### config.mk
export PLATFORM = sky130hd
export DESIGN_NAME = qu_boot_loader_flat
export DESIGN_NICKNAME = d
export VERILOG_FILES = /design/src/rtl/qu_boot_loader_pkg.sv /design/src/rtl/qu_boot_loader_if.sv /design/src/rtl/qu_boot_loader_boot_byte_assembler.sv /design/src/rtl/qu_boot_loader.sv /design/src/flat_wrapper.sv
export SDC_FILE = /design/constraint.sdc
export NUM_CORES = 1
export LEC_CHECK = 0
export ABC_AREA = 0
export CORE_MARGIN = 3
export CORE_UTILIZATION = 55
export CTS_CLUSTER_DIAMETER = 200
export DETAILED_ROUTE_END_ITERATION = 6
export DONT_BUFFER_PORTS = 1
export PLACE_DENSITY = 0.71
export REMOVE_ABC_BUFFERS = 1
export SETUP_SLACK_MARGIN = 0.1
export SLEW_MARGIN = 20
export SYNTH_ARGS = -nofsm -noshare
export SYNTH_HDL_FRONTEND = slang
export SYNTH_SLANG_ARGS = --single-unit
export TNS_END_PERCENT = 10
### constraint.sdc
create_clock -name clk -period 1.7 [get_ports clk]
set_input_delay 0.425 -clock clk [delete_from_list [all_inputs] [get_ports clk]]
set_output_delay 0.425 -clock clk [all_outputs]
set_load 0.05 [all_outputs]
### src/rtl/qu_boot_loader_pkg.sv
`default_nettype none
// ============================================================================
//  Module   : qu_common (package)
//  Purpose  : Shared types and constants for the Qu boot loader and its
//             neighbours: boot FSM state encoding, start-of-image byte,
//             program-counter width and the word-address type.
//  Revision : 1.0 - initial release
// ============================================================================
package qu_common;

    // Word-address width of the unified program/data memory.
    localparam int QU_PC_WIDTH = 8;

    // Start-of-image marker byte on the boot stream.
    localparam logic [7:0] QU_BOOT_MAGIC = 8'h51;

    typedef logic [QU_PC_WIDTH-1:0] mem_word_addr_t;

    typedef enum logic [2:0] {
        BOOT_IDLE = 3'd0,
        BOOT_LEN  = 3'd1,
        BOOT_DATA = 3'd2,
        BOOT_CHK  = 3'd3,
        BOOT_DONE = 3'd4,
        BOOT_ERR  = 3'd5
    } boot_state_t;

    // The byte stream is accepted in every state except the two terminal ones.
    function automatic logic boot_rx_open(input boot_state_t s);
        return (s != BOOT_DONE) && (s != BOOT_ERR);
    endfunction

endpackage
`default_nettype wire

### src/rtl/qu_boot_loader_if.sv
`default_nettype none
// ============================================================================
//  Module   : qu_boot_loader_if (interface)
//  Purpose  : Byte-stream input and memory write port of the boot loader.
//  Signals  : rx_valid/rx_data/rx_ready  - byte stream handshake
//             mem_wr_en/mem_addr/mem_wr_data - word write port
//  Modports : master - the loader (consumes stream, drives memory writes)
//             slave  - the environment (sources stream, observes writes)
//  Revision : 1.0 - initial release
// ============================================================================
interface qu_boot_loader_if #(
    parameter int ADDR_WIDTH = qu_common::QU_PC_WIDTH
);
    logic                  rx_valid;
    logic [7:0]            rx_data;
    logic                  rx_ready;
    logic                  mem_wr_en;
    logic [ADDR_WIDTH-1:0] mem_addr;
    logic [31:0]           mem_wr_data;

    modport master (
        input  rx_valid,
        input  rx_data,
        output rx_ready,
        output mem_wr_en,
        output mem_addr,
        output mem_wr_data
    );

    modport slave (
        output rx_valid,
        output rx_data,
        input  rx_ready,
        input  mem_wr_en,
        input  mem_addr,
        input  mem_wr_data
    );
endinterface
`default_nettype wire

### src/rtl/qu_boot_loader_boot_byte_assembler.sv
`default_nettype none
// ============================================================================
//  Module   : boot_byte_assembler
//  Purpose  : Collects four bytes little-endian into a 32-bit word.
//             o_word_ready is combinational and fires on the 4th byte, with
//             o_word already holding the complete word, so the caller can
//             register the word on the same edge the last byte is accepted.
//  Ports    : clk, rst        - clock, synchronous active-high reset
//             i_clear         - restart assembly at byte 0
//             i_byte_valid    - byte accepted this cycle
//             i_byte_data     - byte value
//             o_word          - assembled word (valid when o_word_ready)
//             o_word_ready    - 4th byte of a word accepted this cycle
//  Revision : 1.0 - initial release
// ============================================================================
module boot_byte_assembler (
    input  wire logic        clk,
    input  wire logic        rst,
    input  wire logic        i_clear,
    input  wire logic        i_byte_valid,
    input  wire logic [7:0]  i_byte_data,
    output logic      [31:0] o_word,
    output logic             o_word_ready
);
    logic [1:0]  r_count;
    // Holds the three earlier bytes; the newest byte enters at the top so
    // byte 0 ends up in the least-significant position.
    logic [23:0] r_shift;

    assign o_word       = {i_byte_data, r_shift};
    assign o_word_ready = i_byte_valid && (r_count == 2'd3);

    always_ff @(posedge clk) begin
        if (rst || i_clear) begin
            r_count <= 2'd0;
            r_shift <= 24'd0;
        end else if (i_byte_valid) begin
            r_count <= r_count + 2'd1;
            r_shift <= {i_byte_data, r_shift[23:8]};
        end
    end
endmodule
`default_nettype wire

### src/rtl/qu_boot_loader.sv
`default_nettype none
// ============================================================================
//  Module   : qu_boot_loader
//  Purpose  : Receives a program image as a byte stream (MAGIC, 4-byte
//             little-endian word count N, N little-endian data words and,
//             with QU_BOOT_CHECKSUM_EN defined, one XOR checksum byte over
//             the data bytes), writes it word by word into program memory
//             and holds the core in reset until the image is loaded.
//  Ports    : clk, rst  - clock, synchronous active-high reset
//             bus       - qu_boot_loader_if.master (stream in, memory write)
//             core_rst  - core reset, released only on successful load
//             done      - image loaded (sticky until rst)
//             error     - load failed (sticky until rst)
//  Options  : QU_BOOT_CHECKSUM_EN - adds the CHK state and checksum byte
//  Revision : 1.0 - initial release
// ============================================================================
module qu_boot_loader
    import qu_common::*;
#(
    parameter int         ADDR_WIDTH = QU_PC_WIDTH,
    parameter logic [7:0] MAGIC      = QU_BOOT_MAGIC
) (
    input  wire logic          clk,
    input  wire logic          rst,
    qu_boot_loader_if.master   bus,
    output logic               core_rst,
    output logic               done,
    output logic               error
);
    // Largest legal word count is the full memory capacity.
    localparam logic [32:0] c_capacity = 33'd1 << ADDR_WIDTH;

`ifdef QU_BOOT_CHECKSUM_EN
    localparam boot_state_t c_end_state = BOOT_CHK;
`else
    localparam boot_state_t c_end_state = BOOT_DONE;
`endif

    boot_state_t           r_state;
    boot_state_t           w_state_nxt;
    logic                  r_rx_ready;
    logic                  r_mem_wr_en;
    logic [ADDR_WIDTH-1:0] r_mem_addr;
    logic [31:0]           r_mem_wr_data;
    logic                  r_core_rst;
    logic                  r_done;
    logic                  r_error;
    // One bit wider than the address so N == capacity is representable.
    logic [ADDR_WIDTH:0]   r_word_cnt;
    logic [ADDR_WIDTH:0]   r_word_total;
    logic [ADDR_WIDTH:0]   w_word_cnt_inc;
`ifdef QU_BOOT_CHECKSUM_EN
    logic [7:0]            r_checksum;
`endif

    logic                  w_accept;
    logic                  w_asm_valid;
    logic                  w_asm_clear;
    logic [31:0]           w_word;
    logic                  w_word_ready;

    assign w_accept       = bus.rx_valid && r_rx_ready;
    assign w_asm_valid    = w_accept && ((r_state == BOOT_LEN) || (r_state == BOOT_DATA));
    // Realign the assembler to byte 0 while waiting for a header.
    assign w_asm_clear    = (r_state == BOOT_IDLE);
    assign w_word_cnt_inc = r_word_cnt + 1'b1;

    boot_byte_assembler u_asm (
        .clk          (clk),
        .rst          (rst),
        .i_clear      (w_asm_clear),
        .i_byte_valid (w_asm_valid),
        .i_byte_data  (bus.rx_data),
        .o_word       (w_word),
        .o_word_ready (w_word_ready)
    );

    always_comb begin
        w_state_nxt = r_state;
        case (r_state)
            BOOT_IDLE: begin
                if (w_accept && (bus.rx_data == MAGIC)) begin
                    w_state_nxt = BOOT_LEN;
                end
            end
            BOOT_LEN: begin
                if (w_word_ready) begin
                    if ({1'b0, w_word} > c_capacity) begin
                        w_state_nxt = BOOT_ERR;
                    end else if (w_word == 32'd0) begin
                        w_state_nxt = c_end_state;
                    end else begin
                        w_state_nxt = BOOT_DATA;
                    end
                end
            end
            BOOT_DATA: begin
                if (w_word_ready && (w_word_cnt_inc == r_word_total)) begin
                    w_state_nxt = c_end_state;
                end
            end
`ifdef QU_BOOT_CHECKSUM_EN
            BOOT_CHK: begin
                if (w_accept) begin
                    w_state_nxt = (bus.rx_data == r_checksum) ? BOOT_DONE : BOOT_ERR;
                end
            end
`endif
            default: begin
                w_state_nxt = r_state;
            end
        endcase
    end

    always_ff @(posedge clk) begin
        if (rst) begin
            r_state       <= BOOT_IDLE;
            r_rx_ready    <= 1'b1;
            r_mem_wr_en   <= 1'b0;
            r_mem_addr    <= '0;
            r_mem_wr_data <= 32'd0;
            r_core_rst    <= 1'b1;
            r_done        <= 1'b0;
            r_error       <= 1'b0;
            r_word_cnt    <= '0;
            r_word_total  <= '0;
`ifdef QU_BOOT_CHECKSUM_EN
            r_checksum    <= 8'd0;
`endif
        end else begin
            r_state     <= w_state_nxt;
            // Status outputs follow the next state so they change together
            // with the state register.
            r_rx_ready  <= boot_rx_open(w_state_nxt);
            r_core_rst  <= (w_state_nxt != BOOT_DONE);
            r_done      <= (w_state_nxt == BOOT_DONE);
            r_error     <= (w_state_nxt == BOOT_ERR);
            r_mem_wr_en <= 1'b0;

            if ((r_state == BOOT_LEN) && w_word_ready) begin
                r_word_total <= w_word[ADDR_WIDTH:0];
                r_word_cnt   <= '0;
            end

            if ((r_state == BOOT_DATA) && w_word_ready) begin
                r_mem_wr_en   <= 1'b1;
                r_mem_addr    <= r_word_cnt[ADDR_WIDTH-1:0];
                r_mem_wr_data <= w_word;
                r_word_cnt    <= w_word_cnt_inc;
            end

`ifdef QU_BOOT_CHECKSUM_EN
            if (r_state == BOOT_IDLE) begin
                r_checksum <= 8'd0;
            end else if ((r_state == BOOT_DATA) && w_accept) begin
                r_checksum <= r_checksum ^ bus.rx_data;
            end
`endif
        end
    end

    assign bus.rx_ready    = r_rx_ready;
    assign bus.mem_wr_en   = r_mem_wr_en;
    assign bus.mem_addr    = r_mem_addr;
    assign bus.mem_wr_data = r_mem_wr_data;
    assign core_rst        = r_core_rst;
    assign done            = r_done;
    assign error           = r_error;
endmodule
`default_nettype wire

### src/flat_wrapper.sv
// flat-port wrapper written by rule: the top's interface ports become plain ports
module qu_boot_loader_flat import qu_common::*;
#(
    parameter int         ADDR_WIDTH = QU_PC_WIDTH,
    parameter logic [7:0] MAGIC      = QU_BOOT_MAGIC
)
  (clk, rst, core_rst, done, error, bus_rx_valid, bus_rx_data, bus_rx_ready, bus_mem_wr_en, bus_mem_addr, bus_mem_wr_data);
  qu_boot_loader_if #(.ADDR_WIDTH(ADDR_WIDTH)) bus_i ();
  input  wire logic clk;
  input  wire logic rst;
  output logic core_rst;
  output logic done;
  output logic error;
  input wire logic [$bits(bus_i.rx_valid)-1:0] bus_rx_valid;
  input wire logic [$bits(bus_i.rx_data)-1:0] bus_rx_data;
  output wire logic [$bits(bus_i.rx_ready)-1:0] bus_rx_ready;
  output wire logic [$bits(bus_i.mem_wr_en)-1:0] bus_mem_wr_en;
  output wire logic [$bits(bus_i.mem_addr)-1:0] bus_mem_addr;
  output wire logic [$bits(bus_i.mem_wr_data)-1:0] bus_mem_wr_data;
  assign bus_i.rx_valid = bus_rx_valid;
  assign bus_i.rx_data = bus_rx_data;
  assign bus_rx_ready = bus_i.rx_ready;
  assign bus_mem_wr_en = bus_i.mem_wr_en;
  assign bus_mem_addr = bus_i.mem_addr;
  assign bus_mem_wr_data = bus_i.mem_wr_data;
  qu_boot_loader #(.ADDR_WIDTH(ADDR_WIDTH), .MAGIC(MAGIC)) u_core (.clk(clk), .rst(rst), .bus(bus_i), .core_rst(core_rst), .done(done), .error(error));
endmodule
==> results of run 1 <==
## final timing paths
kind / cells after the start / endpoint / startpoint / slack (ns)
setup reg to reg: 8 / u_core.done / u_core.r_word_cnt[1] / -0.05
hold / removal: 1 / u_core.bus.mem_wr_data[18] / rst / 0.11
setup / recovery: 8 / u_core.done / u_core.r_word_cnt[1] / -0.05
hold reg to reg: 2 / u_core.bus.mem_addr[4] / u_core.r_word_cnt[4] / 0.49
## cells in the final DEF (no fill, tap or decap), drive strengths merged, types with 3 or more instances in the layout
cell type and n:
clkbuf 10, dfxtp 92, nor3 4, a21o 3
and3 6, nand3 4, or3 5, mux2i 34
nor2 49, nand4 6, a31oi 3, nand2 88
inv 6, a21oi 50, xnor2 7, o21ai 10
xor2 4, buf 55, nor4 8
## repair_timing
item	CTS	global route
resized for setup	21	30
hold buffers	0	0
endpoints found under the setup margin	48	61
pin swaps	12	12
buffers inserted	7	0
## final cells by class
| cell class | count | area, sq um | share of cell area |
|---|---|---|---|
| inverter | 3 | 11.3 | 0.00247 |
| tap | 77 | 96.3 | 0.0212 |
| multi-input combinational | 308 | 1940 | 0.426 |
| timing repair buffer | 55 | 425 | 0.0934 |
| clock inverter | 6 | 77.6 | 0.0170 |
| sequential | 92 | 1860 | 0.409 |
| clock buffer | 10 | 138 | 0.0302 |
## state kept, by name (all words and copies together), names as in the netlist
name / flops
u_core.bus.mem_addr: 8
u_core.bus.mem_wr_data: 32
u_core.bus.mem_wr_en: 1
u_core.bus.rx_ready: 1
u_core.core_rst: 1
u_core.done: 1
u_core.error: 1
u_core.r_state: 3
u_core.r_word_cnt: 9
u_core.r_word_total: 9
u_core.u_asm.r_count: 2
u_core.u_asm.r_shift: 24
## worst register-to-register path, stage by stage (launching register included)
cell and delay, ns:
dfxtp_4 0.37, ha_4 0.16, buf_4 0.15, and3_4 0.16, a31oi_4 0.15, o22ai_2 0.11, nor4_4 0.27, buf_4 0.18
o211a_1 0.16
## metrics by stage
stage                     power (mW)  cell area, sq um  setup WS (ns)  TNS [ns]
after floorplan                 2.21              3630          -2.80   -112.86
after global placement          2.22              4110         -0.108    -0.402
after detailed placement        2.22              4110         -0.143    -0.856
after CTS                       3.76              4460        -0.0354   -0.0780
after global routing            3.85              4550         -0.122    -0.603
final                           3.74              4550        -0.0495    -0.133
## cell families after synthesis
| kind of cell | Yosys count | share of synthesized area |
|---|---|---|
| AOI/OAI and AO/OA | 78 | 0.121 |
| xor gates and xnor gates | 11 | 0.0254 |
| adders and majority gates | 2 | 0.00660 |
| buffers and inverters | 32 | 0.0445 |
| DFF | 92 | 0.486 |
| muxes | 34 | 0.0897 |
| and+or+nand+nor | 183 | 0.227 |
## per-layer routing
metal  GRT usage  share of wire  vias up
li1            -              -     1556
met3      0.0562          0.051        9
met5           0              0        -
met4      0.0812          0.010        0
met1       0.306           0.44     1522
met2       0.383           0.49       82
## power groups by stage
stage	logic [mW]	registers (mW)	clock network (mW)
after floorplan	0.0106	2.20	0
after global routing	0.0161	2.15	1.68
final	0.0151	2.15	1.58
after global placement	0.0140	2.20	0
after CTS	0.0148	2.15	1.59
after detailed placement	0.0141	2.20	0
==> out/metrics.yaml, run 1 <==
status: "complete, but fails checks"
failed_checks: "negative setup slack"
switching_power_uw: 838
crit_path_end_kind: "flop"
synth_cells: 432
gp_congestion: 0.899
power.density_mw_per_mm2: 821
cts-htree-levels: 3
rsz0062_at_grt: "true"
grt_max_degree: 64
grt_antenna_before_repair: 0
drv_slew: 0
wl_mm: 9.00
stdcell_count: 551
min_period_ns: 1.75
cts-buffers-inserted: 9
detail_route.wl_per_cell_um: 16.3
crit_type: "reg2reg"
p_seq_frac: 0.574
routed_via_density: 5.75
cts-root-buf: "clkbuf_8"
worst_ep_required_time_ns: 2.02
setup_viol: 5
dp_cells: 528
drt_first_pass_iters: 4
drc_errors: 0
placementRows: 29
clk_latency_ns: 0.37
grt_pass1_wl_mm: 14.3
p_int_mw: 2.90
layout_setup_ws_ns: -0.0495
grtUsageTotal: 0.235
hpwl_mm: 6.06
cts.clk_slew.worst_paths_ns: 0.10
avgSynthCellArea_sq_um: 8.78
p_clk_frac: 0.422
die_area_sq_mm: 0.00793
io_pins: 56
final_util: 0.697
synthArstFlopShare: 0
crit_top_cell: "buf_4"
place.port_buffers: 0
final_nets: 482
drive_gt1_frac: 0.234
max_freq_mhz: 572
drt_iter0_drc: 172
startpoint_type: "flop"
grt_overflow: 0
ys_top_cells_by_count: "92 x dfxtp_1, 88 x nand2_1, 50 x a21oi_1"
num-fill-cells: 531
p_leak_nw: 1.57
maxCapViolCount: 0
ant_nets: 0
ys_seq_area_frac: 0.486
area_delta_synth_final_pct: 20.1
clock_sinks: 92
die-width_um: 89.0
critPathTopFamily: "simple AND/OR/NAND/NOR gates"
cp_slowest_cell: "dfxtp_4"
critPathMaxStageDelay_ns: 0.37
synth_cell_types: 45
ys_seq_elements: 92
worstMarginPinSlew_ns: 0.530
p_comb_frac: 0.004
clockBufferDepth: 2
finalHoldViolations: 0
crit_buf_inv: 2
antenna_cells: 0
core-area_sq_mm: 0.00653
netlist_area_sq_mm: 0.00379
fin_crit_sh: 1.03
initial_core_util: 0.581
finClkSkew_ns: 0.0127
hold_path.class: "in2reg"
cts_tree: "done"
cp.arrival_ns: 2.07
yosysMostFrequentCell: "dfxtp_1"
num_vias: 3169
dieHeight_um: 89.0
yosysTopAreaCellShare: 0.486
synth_warnings: 0
path_cells: "ha_4 -> buf_4 -> and3_4 -> a31oi_4 -> o22ai_2 -> nor4_4 -> buf_4 -> o211a_1"
worstPathMaxFanout: 5
slew_headroom: 0.646
synth-main-ff-cell: "dfxtp_1"
grt_pass1_vias: 2967
synth.largest_area_cell: "dfxtp_1"
hold_ws_ns: 0.106
p_sw_frac: 0.224
irDropWorstVdd_uv: 744
synth_area_leaders: "dfxtp_1 49%, mux2i_1 9.0%, nand2_1 8.7%, a21oi_1 6.6%, nor2_1 4.8%"
synth_edf_count: 0
Power figures use the tool's default switching activity.
==> inputs of run 2 (changes only) <==
--- a/config.mk
+++ b/config.mk
@@ -6,12 +6,15 @@
 export NUM_CORES = 1
 export LEC_CHECK = 0
 export ABC_AREA = 0
+export ABC_CLOCK_PERIOD_IN_PS = 1700
+export CELL_PAD_IN_SITES_DETAIL_PLACEMENT = 1
+export CELL_PAD_IN_SITES_GLOBAL_PLACEMENT = 1
 export CORE_MARGIN = 3
-export CORE_UTILIZATION = 55
+export CORE_UTILIZATION = 42
 export CTS_CLUSTER_DIAMETER = 200
 export DETAILED_ROUTE_END_ITERATION = 6
 export DONT_BUFFER_PORTS = 1
-export PLACE_DENSITY = 0.71
+export PLACE_DENSITY = 0.72
 export REMOVE_ABC_BUFFERS = 1
 export SETUP_SLACK_MARGIN = 0.1
 export SLEW_MARGIN = 20
==> run 2 against run 1 <==
  * The run still ends with negative setup slack left
  * Die area is 29% higher
  * Clock-buffer cell count is 1 lower
  * Register-to-register slack worse by 0.07 ns
  * Critical endpoint is now u_core.core_rst
==> out/metrics.yaml, run 2 (synthesis results as in run 1) <==
min_period_ns: 1.82  # was 1.75 ns
area_delta_synth_final_pct: 23.1  # was 20.1%
wl_mm: 10.4  # was 9.00 mm
drv_slew: 0  # unchanged
reg2reg_from: "u_core.r_word_cnt[0]"  # was u_core.r_word_cnt[1]
finClkSkew_ns: 0.0166  # was 0.0127 ns
dp_cells: 567  # was 528
finalHoldViolations: 0  # unchanged
crit_type: "reg2reg"  # unchanged
slew_headroom: 0.637  # was 0.646
placementRows: 34  # was 29
antenna_cells: 0  # unchanged
grt_antenna_before_repair: 0  # unchanged
cts_tree: "done"  # unchanged
worstPathMaxFanout: 5  # unchanged
cts.clk_slew.worst_paths_ns: 0.10  # about the same
ant_nets: 0  # unchanged
cp.arrival_ns: 2.04  # was 2.07 ns
dp_slack_ns: -0.120  # was -0.143 ns
final_nets: 485  # was 482
grt_max_degree: 64  # unchanged
stdcell_count: 584  # was 551
grt_pass1_vias: 3216  # was 2967
mostFrequentLayoutCells: "87 x nand2_1, 81 x dfxtp_1, 51 x buf_4"  # was 87 x nand2_1, 82 x dfxtp_1, 54 x buf_4
crit_path_end_kind: "flop"  # unchanged
fin_crit_sh: 1.07  # was 1.03
rsz0062_at_grt: "true"  # unchanged
cts-htree-levels: 3  # unchanged
num_vias: 3222  # was 3169
startpoint_type: "flop"  # unchanged
setup_viol: 6  # was 5
clk_latency_ns: 0.36  # was 0.37 ns
setup_tns_ns: -0.446  # was -0.133 ns
max_freq_mhz: 551  # was 572 MHz
dieHeight_um: 101  # was 89.0 um
power.density_mw_per_mm2: 782  # was 821 mW/mm^2
hold_ws_ns: 0.124  # was 0.106 ns
initial_core_util: 0.433  # was 0.581
total_power_mw: 3.65  # was 3.74 mW
layout_setup_ws_ns: -0.116  # was -0.0495 ns
cts-root-buf: "clkbuf_8"  # unchanged
largest_reg_flops: 32  # unchanged
failed_checks: "negative setup slack"  # unchanged
status: "complete, but fails checks"  # unchanged
critPathLaunch: "u_core.r_word_cnt[0]"  # was u_core.r_word_cnt[1]
maxCapViolCount: 0  # unchanged
clock_sinks: 92  # unchanged
irDropWorstVdd_uv: 359  # was 744 uV
layout_commonest_cell: "nand2_1"  # unchanged
grt_pass1_wl_mm: 16.4  # was 14.3 mm
final_util: 0.533  # was 0.697
drc_errors: 0  # unchanged
grtUsageTotal: 0.204  # was 0.235
core-area_sq_mm: 0.00876  # was 0.00653 sq mm
dpl-instance-area_sq_mm: 0.00423  # was 0.00411 sq mm
cts-buffers-inserted: 9  # unchanged
detail_route.wl_per_cell_um: 17.7  # was 16.3 um
hold_path.class: "in2reg"  # unchanged
gp_congestion: 0.883  # was 0.899
worst_ep_required_time_ns: 1.92  # was 2.02 ns
die_area_sq_mm: 0.0102  # was 0.00793 sq mm
hpwl_mm: 6.95  # was 6.06 mm
place.port_buffers: 0  # unchanged
final_area_sq_mm: 0.00467  # was 0.00455 sq mm
grt_overflow: 0  # unchanged
cts_hold_buf: 0  # unchanged
p_leak_nw: 1.58  # was 1.57 nW
io_pins: 56  # unchanged
clockBufferDepth: 2  # unchanged
drive_gt1_frac: 0.246  # was 0.234
drt_iter0_drc: 96  # was 172
die-width_um: 101  # was 89.0 um
drt_first_pass_iters: 4  # unchanged
routed_via_density: 5.52  # was 5.75
worstHoldStart: "rst"  # unchanged
worstMarginPinSlew_ns: 0.544  # was 0.530 ns
[run 2: changes by cell type in the layout (fill, tap and decap cells not counted), moves of 3 or more]
cell     previous run  this run
buf_4              54        51
buf_6               0         4
o21ai_0             3         9
o21ai_1             7         1
[run 2: path summary, 6_finish.rpt]
check | to | slack [ns] | depth (start not counted)
worst max-delay path | u_core.core_rst | -0.12 | 7
worst min-delay path | u_core.bus.mem_wr_data[18] | 0.12 | 1
worst max register to register | u_core.core_rst | -0.12 | 7
worst min register to register | u_core.bus.mem_wr_data[22] | 0.49 | 2
[run 2: routing by layer]
metal  track usage  vias up  share of wire
met5             0        -              0
met4        0.0634        0          0.015
met3        0.0388       15          0.041
met2         0.337       71           0.50
met1         0.270     1575           0.45
li1              -     1561              -
[run 2: repair_timing]
item,CTS,global route
gates resized for setup,25,29
setup buffers,1,1
hold endpoints to repair,0,0
endpoints found under the setup margin,50,55
pin swaps,13,15
[run 2: layout make-up]
class | count | area [sq um]
clock inverter | 6 | 72.6
multi-input combinational | 308 | 1970
inverter | 3 | 11.3
sequential | 92 | 1860
fill | 1025 | 4100
tap | 108 | 135
clock buffer | 9 | 124
timing repair buffer | 58 | 493
[run 2: power by group]
group          internal, mW  leakage, nW  switching, mW
Clock                 0.688       0.0963          0.795
Combinational       0.00933        0.736        0.00940
Sequential             2.15        0.747      0.0000607
Total                  2.84         1.58          0.804
[run 2: worst max-delay path, stage by stage, from the launching register on]
cell      delay (ns)
dfxtp_2         0.37
ha_4            0.15
buf_4           0.12
nand2b_1        0.10
o211ai_1        0.24
a31oi_2         0.15
nor4_4          0.42
o211ai_1        0.15
==> inputs of run 3 (changes only) <==
--- a/config.mk
+++ b/config.mk
@@ -9,7 +9,6 @@
 export ABC_CLOCK_PERIOD_IN_PS = 1700
 export CELL_PAD_IN_SITES_DETAIL_PLACEMENT = 1
 export CELL_PAD_IN_SITES_GLOBAL_PLACEMENT = 1
-export CORE_MARGIN = 3
 export CORE_UTILIZATION = 42
 export CTS_CLUSTER_DIAMETER = 200
 export DETAILED_ROUTE_END_ITERATION = 6
==> run 3 against run 2 <==
  * The run still ends with negative setup slack left
  * Register-to-register slack got worse by 0.04 ns
  * Non-clock buffer count rose by 6
  * Largest power group unchanged
  * Critical path type unchanged
  * Total power rose by 3.7%
  * Sequential share of layout area barely moved
==> out/metrics.yaml, run 3 (synthesis results as in run 1) <==
final_nets: 492  # was 485
die-width_um: 97.0  # was 101 um
path_cells: "nor4_4 -> buf_4 -> buf_6 -> a21o_1 -> a2111oi_4 -> or3_1 -> a211oi_2"  # was ha_4 -> buf_4 -> nand2b_1 -> o211ai_1 -> a31oi_2 -> nor4_4 -> o211ai_1
clock_sinks: 92  # unchanged
finClkSkew_ns: 0.00890  # was 0.0166 ns
status: "complete, but fails checks"  # unchanged
detail_route.wl_per_cell_um: 18.0  # was 17.7 um
reg2reg_from: "u_core.u_asm.r_shift[4]"  # was u_core.r_word_cnt[0]
routed_via_density: 5.48  # was 5.52
hpwl_mm: 6.92  # was 6.95 mm
min_period_ns: 1.85  # was 1.82 ns
critPathLaunch: "u_core.u_asm.r_shift[4]"  # was u_core.r_word_cnt[0]
grt_pass1_wl_mm: 17.2  # was 16.4 mm
dpl-instance-area_sq_mm: 0.00423  # unchanged
cp_slowest_cell: "or3_1"  # was nor4_4
worstPathMaxFanout: 4  # was 5
irDropWorstVdd_uv: 362  # was 359 uV
largest_reg_flops: 32  # unchanged
place.port_buffers: 0  # unchanged
ant_nets: 0  # unchanged
io_pins: 56  # unchanged
clk_latency_ns: 0.36  # about the same
p_leak_nw: 1.60  # was 1.58 nW
setup_viol: 31  # was 6
placementRows: 34  # unchanged
area_delta_synth_final_pct: 23.8  # was 23.1%
cp.arrival_ns: 2.14  # was 2.04 ns
dieHeight_um: 97.0  # was 101 um
drt_first_pass_iters: 4  # unchanged
drc_errors: 0  # unchanged
power.density_mw_per_mm2: 806  # was 782 mW/mm^2
crit_buf_inv: 2  # was 1
antenna_cells: 0  # unchanged
layout_commonest_cell: "nand2_1"  # unchanged
finalHoldViolations: 0  # unchanged
failed_checks: "negative setup slack"  # unchanged
startpoint_type: "flop"  # unchanged
cts_tree: "done"  # unchanged
cts_hold_buf: 0  # unchanged
slew_headroom: 0.637  # about the same
initial_core_util: 0.435  # was 0.433
grt_pass1_vias: 3426  # was 3216
worstHoldStart: "rst"  # unchanged
critPathTopFamily: "simple AND/OR/NAND/NOR gates"  # was compound AO/OA/AOI/OAI gates
worstMarginPinSlew_ns: 0.544  # about the same
grt_overflow: 0  # unchanged
drv_slew: 0  # unchanged
total_power_mw: 3.78  # was 3.65 mW
final_area_sq_mm: 0.00469  # was 0.00467 sq mm
core-area_sq_mm: 0.00872  # was 0.00876 sq mm
fin_crit_sh: 1.09  # was 1.07
layout_setup_ws_ns: -0.155  # was -0.116 ns
cts-root-buf: "clkbuf_8"  # unchanged
critPathMaxStageDelay_ns: 0.38  # was 0.42 ns
wl_mm: 10.6  # was 10.4 mm
die_area_sq_mm: 0.00941  # was 0.0102 sq mm
grtUsageTotal: 0.231  # was 0.204
num_vias: 3236  # was 3222
rsz0062_at_grt: "true"  # unchanged
cts-htree-levels: 3  # unchanged
drive_gt1_frac: 0.251  # was 0.246
max_freq_mhz: 539  # was 551 MHz
mostFrequentLayoutCells: "87 x nand2_1, 78 x dfxtp_1, 59 x buf_4"  # was 87 x nand2_1, 81 x dfxtp_1, 51 x buf_4
grt_antenna_before_repair: 0  # unchanged
gp_congestion: 0.908  # was 0.883
grt_max_degree: 64  # unchanged
crit_path_end_kind: "flop"  # unchanged
crit_type: "reg2reg"  # unchanged
drt_iter0_drc: 105  # was 96
hold_path.class: "in2reg"  # unchanged
clockBufferDepth: 2  # unchanged
cts-buffers-inserted: 9  # unchanged
cts.clk_slew.worst_paths_ns: 0.09  # was 0.10 ns
worst_ep_required_time_ns: 1.98  # was 1.92 ns
maxCapViolCount: 0  # unchanged
## run 3: cell types whose count changed in the layout (fill, tap and decap cells not counted), sizes merged
cell / delta
nand2: +1
clkbuf: -1
inv: -1
bufinv: +1
buf: +7
## run 3: final cells by class
| cell class | count | area [sq um] |
|---|---|---|
| Sequential cell | 92 | 1870 |
| Clock buffer | 9 | 124 |
| Clock inverter | 6 | 88.8 |
| Inverter | 3 | 11.3 |
| Fill cell | 1004 | 4030 |
| Tap cell | 108 | 135 |
| Multi-Input combinational cell | 309 | 1940 |
| Timing Repair Buffer | 64 | 520 |
## run 3: per-layer routing
| layer | up-vias | share of wire | GRT usage |
|---|---|---|---|
| met4 | 0 | 0.022 | 0.0850 |
| met1 | 1598 | 0.44 | 0.281 |
| li1 | 1567 | - | - |
| met5 | - | 0 | 0 |
| met2 | 55 | 0.50 | 0.400 |
| met3 | 16 | 0.033 | 0.0477 |
## run 3: timing repair
| action | 4_1_cts | 5_1_grt |
|---|---|---|
| setup endpoints to repair | 44 | 78 |
| pin swaps | 18 | 19 |
| resized for setup | 28 | 27 |
| cloned | 0 | 1 |
| setup buffers | 5 | 3 |
## run 3: per-stage QoR
stage	util	TNS [ns]	std cells	worst slack, ns	hold slack (ns)
4_1_cts	0.526	-0.633	587	-0.146	0.105
3_3_place_gp	0.485	-0.604	567	-0.146	0.456
5_1_grt	0.538	-4.19	591	-0.217	0.0963
3_5_place_dp	0.485	-1.05	567	-0.203	0.485
2_1_floorplan	-	-112.86	403	-2.80	0.450
6_report	0.538	-1.29	591	-0.155	0.121
## run 3: where the power goes
part | switching (mW) | total (mW) | internal [mW]
logic | 0.0104 | 0.0210 | 0.0106
registers | 0.0000535 | 2.14 | 2.14
clock network | 0.793 | 1.62 | 0.826
total | 0.804 | 3.78 | 2.98
## run 3: final timing paths
kind / end / depth (start not counted) / slack (ns)
setup reg to reg: u_core.error / 7 / -0.15
hold / removal: u_core.bus.mem_wr_data[26] / 1 / 0.12
setup / recovery: u_core.error / 7 / -0.15
hold reg to reg: u_core.bus.mem_wr_data[22] / 2 / 0.51
## run 3: worst reg2reg max path: cells and delay by family, from the launching register on
family / cells / cell delay (ns)
AND/OR/NAND/NOR: 2 / 0.70
AO/OA/AOI/OAI: 3 / 0.43
flip-flops: 1 / 0.37
buffers and inverters: 2 / 0.28
==> RTL change: new RTL, settings of run 3 <==
Build with the macro `QU_BOOT_CHECKSUM_EN` defined.
--- a/src/rtl/qu_boot_loader.sv
+++ b/src/rtl/qu_boot_loader.sv
@@ -16,2 +16,4 @@
 // ============================================================================
+`define QU_BOOT_CHECKSUM_EN
+
 module qu_boot_loader
Check against the original RTL: not equivalent (Yosys sat finds a counterexample within 10 cycles, from zero or initial values and one cycle with rst high).
==> RTL change against run 3 <==
The run still ends with setup timing left; critical path depth grew 1; critical endpoint is now u_core.done; largest power group unchanged; clock skew is essentially flat; non-clock buffer count grew 18; wire length grew 14%; worst setup slack lost 250 ps; sequential cell count grew 8; first-iteration DRC count grew 2.9%; cell area grew 12%; global-route usage grew 1.7 points; synthesized area grew 10%; total power grew 6.1%.
==> RTL change: results (changes against run 3) <==
Status
  – Status: complete, but fails checks (unchanged)
  – Failing checks: setup timing (unchanged)

CTS
  – Number of buffers added by the clock tree synthesis step: 9 (unchanged)

Global route
  – Number of antenna violations at the first check in global routing: 0 (unchanged)
  – Vias in the first global route: 3,892 (was 3,426)
  – Global-route wire length before repair: 19,500 µm (was 17,200 µm)
  – Total track usage: 24.8% (was 23.1%)
  – Pin count of the biggest net entering global routing: 65 (was 64)

Placed design
  – Detailed-placement wirelength estimate: 8010 µm (was 6920 µm)
  – Post-Place Setup Slack: -643 ps (was -203 ps)
  – Dpl cell area: 4770 µm² (was 4230 µm²)
  – Last weighted congestion value of the routability-driven placer: 0.849 (was 0.908)

Synth
  – Synth cell count leaders: nand2_1, dfxtp_1, a21oi_1 (was dfxtp_1, nand2_1, a21oi_1)
  – Synthesis Warnings: 0 (unchanged)
  – Part of the Yosys area used for sequential elements: 48.0% (was 48.6%)
  – Top area cells in the synthesized netlist: dfxtp_1, nand2_1, a21oi_1 (was dfxtp_1, mux2i_1, nand2_1)
  – Async SR Flop Fraction: 0% (unchanged)
  – Library cells used by synthesis: 49 (was 45)

Timing
  – Remaining max-slew budget at the tightest pin: 64.4% (was 63.7%)
  – Final setup margin: -400 ps (was -155 ps)
  – Clock Skews: 8.79 ps (was 8.90 ps)
  – Setup violation total in the final timing report: 7 (was 31)

Route
  – Average via count per standard cell: 5.24 (was 5.48)
  – Initial detailed-routing violation count: 108 (was 105)
  – Wire length per cell after detailed routing: 17.2 µm (was 18.0 µm)

Worst setup path
  – Worst stage delay on the critical path: 360 ps (was 380 ps)
  – Worst-path cell with the longest stage delay: dfxtp_2 (was or3_1)
  – CP arrival: 2370 ps (was 2140 ps)
  – Critical-path maximum fanout: 5 (was 4)

Power and ir drop
  – Leak Pwr: 1.85 nW (was 1.60 nW)
  – Peak supply drop: 293 µV (was 362 µV)

Final layout
  – Nets: 583 (was 492)
  – Share of layout cells above drive strength 1: 24.6% (was 25.1%)
==> RTL change: final cells by class <==
type                       instances  area [µm²]
clock inverter                     5        77.6
multi-input combinational        374        2160
clock buffer                      10         128
inverter                           3        11.3
fill                            1163        4430
sequential                       100        2010
tap                              133         166
timing repair buffer              82         692
==> RTL change: kinds of logic (layout without fill, tap and decap cells) <==
logic type	after synthesis	in the layout	share of synthesized area (%)
adders and majority gates	2	2	0.599
muxes	9	9	2.16
DFF	100	100	48.0
AOI/OAI and AO/OA	96	96	12.9
buffers and inverters	41	100	4.41
and+or+nand+nor	238	238	25.4
xor gates and xnor gates	29	29	6.62
==> RTL change: repair_timing <==
item	in CTS	in global routing
gates cloned	0	1
gates resized for setup	29	31
pin swaps	10	8
setup buffers	1	5
setup endpoints to repair	64	89
hold endpoints to repair	0	0
==> RTL change: where the power goes <==
group	leakage, nW	internal, W	switching (W)
clock network	0.102	0.000817	0.000819
logic	0.941	0.0000205	0.0000182
registers	0.809	0.00234	0.0000000544
==> RTL change: worst paths after layout <==
check	cells past startpoint	slack, ps	end	start
hold reg to reg	2	500	u_core.bus.mem_wr_data[22]	u_core.u_asm.r_shift[22]
setup reg to reg	8	-400	u_core.done	u_core.r_word_cnt[0]
setup / recovery	8	-400	u_core.done	u_core.r_word_cnt[0]
hold / removal	1	120	u_core.bus.mem_wr_data[10]	rst
==> RTL change: metrics by stage <==
step	TNS [ps]	std cells	total power, W
floorplan	-94830	477	0.00242
global placement	-2680	685	0.00243
detailed placement	-3170	685	0.00243
CTS	-1370	701	0.00405
global route	-2400	707	0.00414
finish	-1690	707	0.00401
==> RTL change: critical path: cells and delay by family, from the launching register on <==
| family | cells | cell delay, ps |
|---|---|---|
| AOI/OAI and AO/OA | 2 | 500 |
| buffers and inverters | 1 | 180 |
| DFF | 1 | 360 |
| xor gates and xnor gates | 1 | 230 |
| and+or+nand+nor | 3 | 570 |
| adders and majority gates | 1 | 170 |
==> RTL change: routing by layer <==
layer  global-route usage (%)  vias to the layer above  wire length, µm
li1                         -                     1823                -
met1                     27.2                     1801             5080
met2                     46.2                       58             6480
met3                     4.28                       22              332
met4                     11.7                        0              301
met5                        0                        -                0
